**config.mk**
```make
export PLATFORM = sky130hd
export DESIGN_NAME = sprite_animator
export DESIGN_NICKNAME = d
export VERILOG_FILES = /design/src/rtl/sprite_animator.sv
export SDC_FILE = /design/constraint.sdc
export NUM_CORES = 1
export LEC_CHECK = 0
export ABC_AREA = 1
export CORE_UTILIZATION = 55
export DETAILED_ROUTE_END_ITERATION = 10
export PLACE_DENSITY = 0.81
export SLEW_MARGIN = 20
export SYNTH_ARGS = -nofsm -noshare
export SYNTH_HDL_FRONTEND = slang
export SYNTH_SLANG_ARGS = --single-unit
```
**constraint.sdc**
```tcl
create_clock -name CLK_50 -period 6.7 [get_ports CLK_50]
set_clock_uncertainty 0.1 [all_clocks]
set_input_delay 0.67 -clock CLK_50 [delete_from_list [all_inputs] [get_ports CLK_50]]
set_output_delay 0.67 -clock CLK_50 [all_outputs]
set_load 0.02 [all_outputs]
```
**src/rtl/sprite_animator.sv**
```systemverilog
// sprite_animator: animation FSM, frame timer and 3-stage beam-to-ROM pixel pipeline.
// Beam position at edge N yields pixel_idx/pixel_valid after edge N+3.
module sprite_animator #(
    parameter int SPR_W       = 20,
    parameter int SPR_H       = 20,
    parameter int NUM_FRAMES  = 5,
    parameter int FRAME_TICKS = 2621440,
    parameter int BPP         = 2,
    parameter int AW          = $clog2(NUM_FRAMES * SPR_W * SPR_H)
) (
    input  logic                          CLK_50,
    input  logic                          RESET,
    input  logic [9:0]                    DrawX,
    input  logic [9:0]                    DrawY,
    input  logic [9:0]                    SprX,
    input  logic [9:0]                    SprY,
    input  logic                          flip,
    input  logic                          walk,
    output logic [AW-1:0]                 rom_addr,
    input  logic [BPP-1:0]                rom_data,
    output logic [BPP-1:0]                pixel_idx,
    output logic                          pixel_valid,
    output logic [$clog2(NUM_FRAMES)-1:0] frame_sel,
    output logic                          anim_busy
);
    localparam int FW = $clog2(NUM_FRAMES);
    localparam int CW = $clog2(FRAME_TICKS);

    typedef enum logic [1:0] {IDLE, WALK, FINISH} state_t;
    state_t state, state_nxt;

    logic [CW-1:0] cnt;
    logic          term;
    logic [FW-1:0] frame_nxt;

    assign term      = state != IDLE && cnt == CW'(FRAME_TICKS - 1);
    assign frame_nxt = !term ? frame_sel : frame_sel == FW'(NUM_FRAMES - 1) ? '0 : frame_sel + FW'(1);

    always_ff @(posedge CLK_50) begin
        if (RESET) state <= IDLE;
        else       state <= state_nxt;
    end

    // walk always wins, including on the cycle FINISH would wrap back to IDLE
    always_comb begin
        state_nxt = walk ? WALK :
                    state == WALK ? FINISH :
                    state == FINISH && term && frame_nxt == '0 ? IDLE : state;
    end

    always_comb begin
        anim_busy = state != IDLE;
    end

    always_ff @(posedge CLK_50) begin
        if (RESET || state == IDLE) begin
            cnt       <= '0;
            frame_sel <= '0;
        end else begin
            cnt       <= term ? '0 : cnt + CW'(1);
            frame_sel <= frame_nxt;
        end
    end

    // signed 11-bit box test lets sprites hang off the left/top edge without wrapping
    logic signed [10:0] left, top, col, row, ecol;
    logic               in_box, in_d1, in_d2;
    logic [AW-1:0]      addr_c;

    assign left   = $signed({1'b0, SprX}) - 11'(SPR_W / 2);
    assign top    = $signed({1'b0, SprY}) - 11'(SPR_H / 2);
    assign col    = $signed({1'b0, DrawX}) - left;
    assign row    = $signed({1'b0, DrawY}) - top;
    assign in_box = DrawX < 10'd640 && DrawY < 10'd480 &&
                    col >= 0 && col < 11'(SPR_W) && row >= 0 && row < 11'(SPR_H);
    assign ecol   = flip ? 11'(SPR_W - 1) - col : col;
    assign addr_c = AW'(frame_sel) * AW'(SPR_W * SPR_H) + AW'(row) * AW'(SPR_W) + AW'(ecol);

    always_ff @(posedge CLK_50) begin
        if (RESET) begin
            rom_addr    <= '0;
            in_d1       <= 1'b0;
            in_d2       <= 1'b0;
            pixel_idx   <= '0;
            pixel_valid <= 1'b0;
        end else begin
            rom_addr    <= in_box ? addr_c : '0;
            in_d1       <= in_box;
            in_d2       <= in_d1;
            pixel_idx   <= in_d2 ? rom_data : '0;
            pixel_valid <= in_d2 && rom_data != '0;
        end
    end
endmodule

```
==> flow_summary.rst <==
.. list-table::
   :header-rows: 1

   * - Metric
     - Value
   * - Data arrival time at the worst-slack endpoint
     - 5.47 ns
   * - Vias per std cell
     - 5.11
   * - Clock transition at the register clock pins on the worst setup and hold paths after CTS
     - 0.08 ns
   * - Post-synthesis instance area
     - 4140 sq um
   * - Fillers
     - 633
   * - Slew headroom
     - 0.507
   * - H-tree Lvls
     - 2
   * - Maximum single-stage delay on the critical path
     - 0.50 ns
   * - Final weighted congestion of routability-driven global placement
     - 0.890
   * - Slowest cell on crit path
     - sky130_fd_sc_hd__fa_1
   * - Multiplexer share of the synthesized area
     - 0
   * - Highest fanout seen on the critical path
     - 5
   * - Final cell utilization of the core
     - 0.686
   * - Dominant combinational cell family by area after synthesis
     - simple AND/OR/NAND/NOR gates
   * - Launching instance or port of the critical path
     - DrawY[1]
   * - Required time of the critical path
     - 6.79 ns
   * - Crit path capture
     - rom_addr[10]$_SDFF_PP0_
   * - Final instance count without filler cells
     - 772
   * - Number of remaining DRC errors
     - 0
   * - GRT Total Usage
     - 0.230
   * - Vias in the first global route
     - 3636
   * - Mean post-synth cell area
     - 6.83 sq um
   * - Source-to-sink clock delay at the later pin of the worst-skew pair
     - 0.29 ns
   * - Xor and xnor fraction of the mapped netlist area
     - 0.0634
   * - Max-slew violation count
     - 0
   * - F_max
     - 0.186 GHz
   * - Cell at the root of the clock tree
     - sky130_fd_sc_hd__clkbuf_8
   * - Total detailed-routing wirelength
     - 8640 microns
   * - Syn Nets
     - 726
   * - Number of buffers created by CTS
     - 5
   * - Max-capacitance violation count
     - 0
   * - Peak ir drop on the vdd network
     - 0.182 mV
   * - Maximum count of clock buffers along a single path
     - 2
   * - DPL Wire Length
     - 7270 microns
   * - Yosys reg bits
     - 43
   * - Gr ovfl total
     - 0
   * - Number of gates resized after cts
     - 0
   * - Final sum of negative setup slack
     - 0 ns
   * - Post-synthesis compound-gate area fraction
     - 0.0728
   * - R2R Path End
     - rom_addr[10]$_SDFF_PP0_
   * - Die Span X
     - 88.8 microns
   * - Pin slew with the least headroom to its limit
     - 0.737 ns
   * - Hold slack
     - 0.307 ns
   * - Critical R2R Launch
     - frame_sel[1]$_SDFF_PP0_
   * - Post-DR wirelength/cell
     - 11.2 microns
   * - Warnings, synthesis
     - 0
   * - Number of antenna violations at the first check in global routing
     - 0
   * - Pwr dens
     - 276 nW/um^2
   * - Total die area
     - 7880 sq um
   * - Cells on worst reg2reg path
     - 16
   * - Sort of element at the start of the critical path
     - input port
   * - Yosys cell types
     - 37
   * - Violation count after the first detailed-routing iteration
     - 206
   * - Leakage power
     - 2.50 nW
   * - Design Area, Final
     - 4980 sq um
   * - Type of destination of the critical path
     - register
   * - Syn Inst Count
     - 606
   * - Fraction of final layout cells sized beyond drive strength 1
     - 0.0297
   * - Arithmetic-cell share of the synthesized area counting full adders, half adders and majority gates
     - 0.242
   * - Number of nets in the finished design
     - 793
   * - Count of final setup violators
     - 0
   * - Number of iterations in the first detailed-routing pass
     - 5
   * - Portion of the clock cycle consumed by the worst path in the final layout
     - 0.803
   * - Routed via count
     - 3948
   * - R2R setup slack
     - 3.70 ns
   * - Setup repair after global routing missed its margin
     - false
   * - Port-buffer cells
     - 63
   * - Area of the core
     - 7250 sq um
   * - Initial Util
     - 0.571
   * - Number of buffers inserted to repair setup after CTS
     - 0
   * - # rows
     - 31
   * - Maximum number of pins on one net before global-route repair
     - 22
   * - Final hold violations
     - 0
   * - Result of the run
     - finished clean
   * - Cell type with the highest occurrence count on the critical path
     - sky130_fd_sc_hd__inv_1
   * - CTS hold repair buffers
     - 0
   * - Post-Place Cell Area
     - 4880 sq um
   * - Minimum clock period
     - 5.38 ns
   * - CTS tree
     - yes
   * - Layout-stage area growth over the synthesis result
     - 20.2%
   * - Worst Hold Class
     - register to register
   * - Antenna viol nets, final
     - 0
   * - Area fraction in and, or, nand and nor cells after synthesis
     - 0.291
   * - Critical path class
     - input port to register
   * - Number of diodes added for antenna fixing
     - 0
   * - Cell Count Post-Placement
     - 765
   * - Sequential fraction of the synthesis area
     - 0.208
   * - Sink count of the clock tree
     - 43
   * - Y dimension of the die
     - 88.8 microns
   * - Io pins
     - 64
   * - First-pass GRT wire length
     - 14500 microns
## cells in the mapped netlist, drive strengths merged
library cell / instances / area, sq um
nand3b: 8 / 60.1
o21ai: 12 / 60.1
o31ai: 1 / 7.51
a21oi: 26 / 134
fa: 10 / 200
a211oi: 3 / 22.5
o211ai: 2 / 15.0
dfxtp: 43 / 861
nor2: 68 / 265
buf: 2 / 16.3
o21a: 1 / 7.51
nor3b: 2 / 15.0
a21o: 4 / 30.0
clkbuf: 1 / 3.75
nand2: 126 / 475
and3: 1 / 6.26
nand3: 36 / 185
nor4: 3 / 18.8
xor2: 18 / 158
inv: 131 / 492
nand4: 14 / 93.8
xnor2: 12 / 105
ha: 64 / 801
or2: 3 / 18.8
a31oi: 3 / 18.8
o22ai: 1 / 6.26
nor3: 11 / 65.1
## logic make-up (layout without fill, tap and decap cells)
kind of cell | after synthesis | after routing
and+or+nand+nor | 272 | 272
buffers and inverters | 134 | 201
adders and majority gates | 74 | 74
AOI/OAI and AO/OA | 53 | 53
DFF | 43 | 43
xor gates and xnor gates | 30 | 30
## placed cells by master (no fill, tap or decap)
cell type,n
sky130_fd_sc_hd__inv_1,129
sky130_fd_sc_hd__nand2_1,125
sky130_fd_sc_hd__nor2_1,64
sky130_fd_sc_hd__ha_1,64
sky130_fd_sc_hd__clkdlybuf4s50_1,63
sky130_fd_sc_hd__dfxtp_1,43
sky130_fd_sc_hd__nand3_1,35
sky130_fd_sc_hd__a21oi_1,25
sky130_fd_sc_hd__xor2_1,18
sky130_fd_sc_hd__nand4_1,13
sky130_fd_sc_hd__xnor2_1,12
sky130_fd_sc_hd__o21ai_0,11
sky130_fd_sc_hd__fa_1,10
sky130_fd_sc_hd__nor3_1,9
sky130_fd_sc_hd__nand3b_1,8
sky130_fd_sc_hd__clkbuf_8,5
sky130_fd_sc_hd__a21o_1,4
sky130_fd_sc_hd__nor2_2,4
sky130_fd_sc_hd__a31oi_1,3
sky130_fd_sc_hd__nor4_1,3
sky130_fd_sc_hd__a211oi_1,3
sky130_fd_sc_hd__inv_2,2
sky130_fd_sc_hd__nor3_2,2
sky130_fd_sc_hd__nor3b_1,2
sky130_fd_sc_hd__o211ai_1,2
sky130_fd_sc_hd__or2_2,2
sky130_fd_sc_hd__a21oi_2,1
sky130_fd_sc_hd__nand2_2,1
sky130_fd_sc_hd__or2_1,1
sky130_fd_sc_hd__nand3_2,1
sky130_fd_sc_hd__and3_1,1
sky130_fd_sc_hd__nand4_2,1
sky130_fd_sc_hd__o21a_1,1
sky130_fd_sc_hd__o21ai_1,1
sky130_fd_sc_hd__o31ai_1,1
sky130_fd_sc_hd__o22ai_1,1
sky130_fd_sc_hd__bufinv_16,1
sky130_fd_sc_hd__clkbuf_1,1
## per-stage QoR
stage	power [W]	setup WS [ns]
after global placement	0.00113	1.24
after detailed placement	0.00116	1.04
after CTS	0.00137	1.31
after global routing	0.00151	0.992
final	0.00137	1.32
after floorplan	0.000989	1.87
## sequential cells by signal, summed over array words and instances (netlist names)
| register | flops |
|---|---|
| rom_addr | 11 |
| state | 2 |
| pixel_valid | 1 |
| frame_sel | 3 |
| in_d2 | 1 |
| cnt | 22 |
| in_d1 | 1 |
| pixel_idx | 2 |
## worst min-delay path by stage
stage	end	slack [ns]	start	cells past startpoint
6_report	in_d2$_SDFF_PP0_	0.31	in_d1$_SDFF_PP0_	2
5_1_grt	in_d2$_SDFF_PP0_	0.32	in_d1$_SDFF_PP0_	2
4_1_cts	in_d2$_SDFF_PP0_	0.31	in_d1$_SDFF_PP0_	2
3_5_place_dp	in_d2$_SDFF_PP0_	0.30	in_d1$_SDFF_PP0_	2
3_3_place_gp	in_d2$_SDFF_PP0_	0.29	in_d1$_SDFF_PP0_	2
2_1_floorplan	in_d2$_SDFF_PP0_	0.29	in_d1$_SDFF_PP0_	2
## report_power, final
group	internal, W	total, W	switching, W
combinational	0.000387	0.000924	0.000537
clock	0.000109	0.000194	0.0000842
sequential	0.000256	0.000257	0.000000826
total	0.000753	0.00137	0.000622
## routing by layer
layer,wire (microns),share of wire,up-vias,GRT usage
met4,127,0.015,0,0.0513
met1,3790,0.44,1791,0.275
li1,-,-,2047,-
met3,349,0.040,14,0.0299
met2,4370,0.51,96,0.433
met5,0,0,-,0
## cell type report
type,instances,area (sq um),area share
Clock inverter,1,30.0,0.00603
Sequential cell,43,861,0.173
Multi-Input combinational cell,429,2770,0.556
Clock buffer,6,72.6,0.0146
Tap cell,99,124,0.0249
Inverter,131,492,0.0988
Timing Repair Buffer,63,631,0.127
## critical path: cells and delay by family
family | cells | cell delay [ns]
fa+ha+maj | 7 | 2.35
xor+xnor | 1 | 0.16
simple gates | 8 | 0.75
buf+inv | 8 | 0.84
compound gates | 5 | 0.69
(Power assumes the default switching activity.)
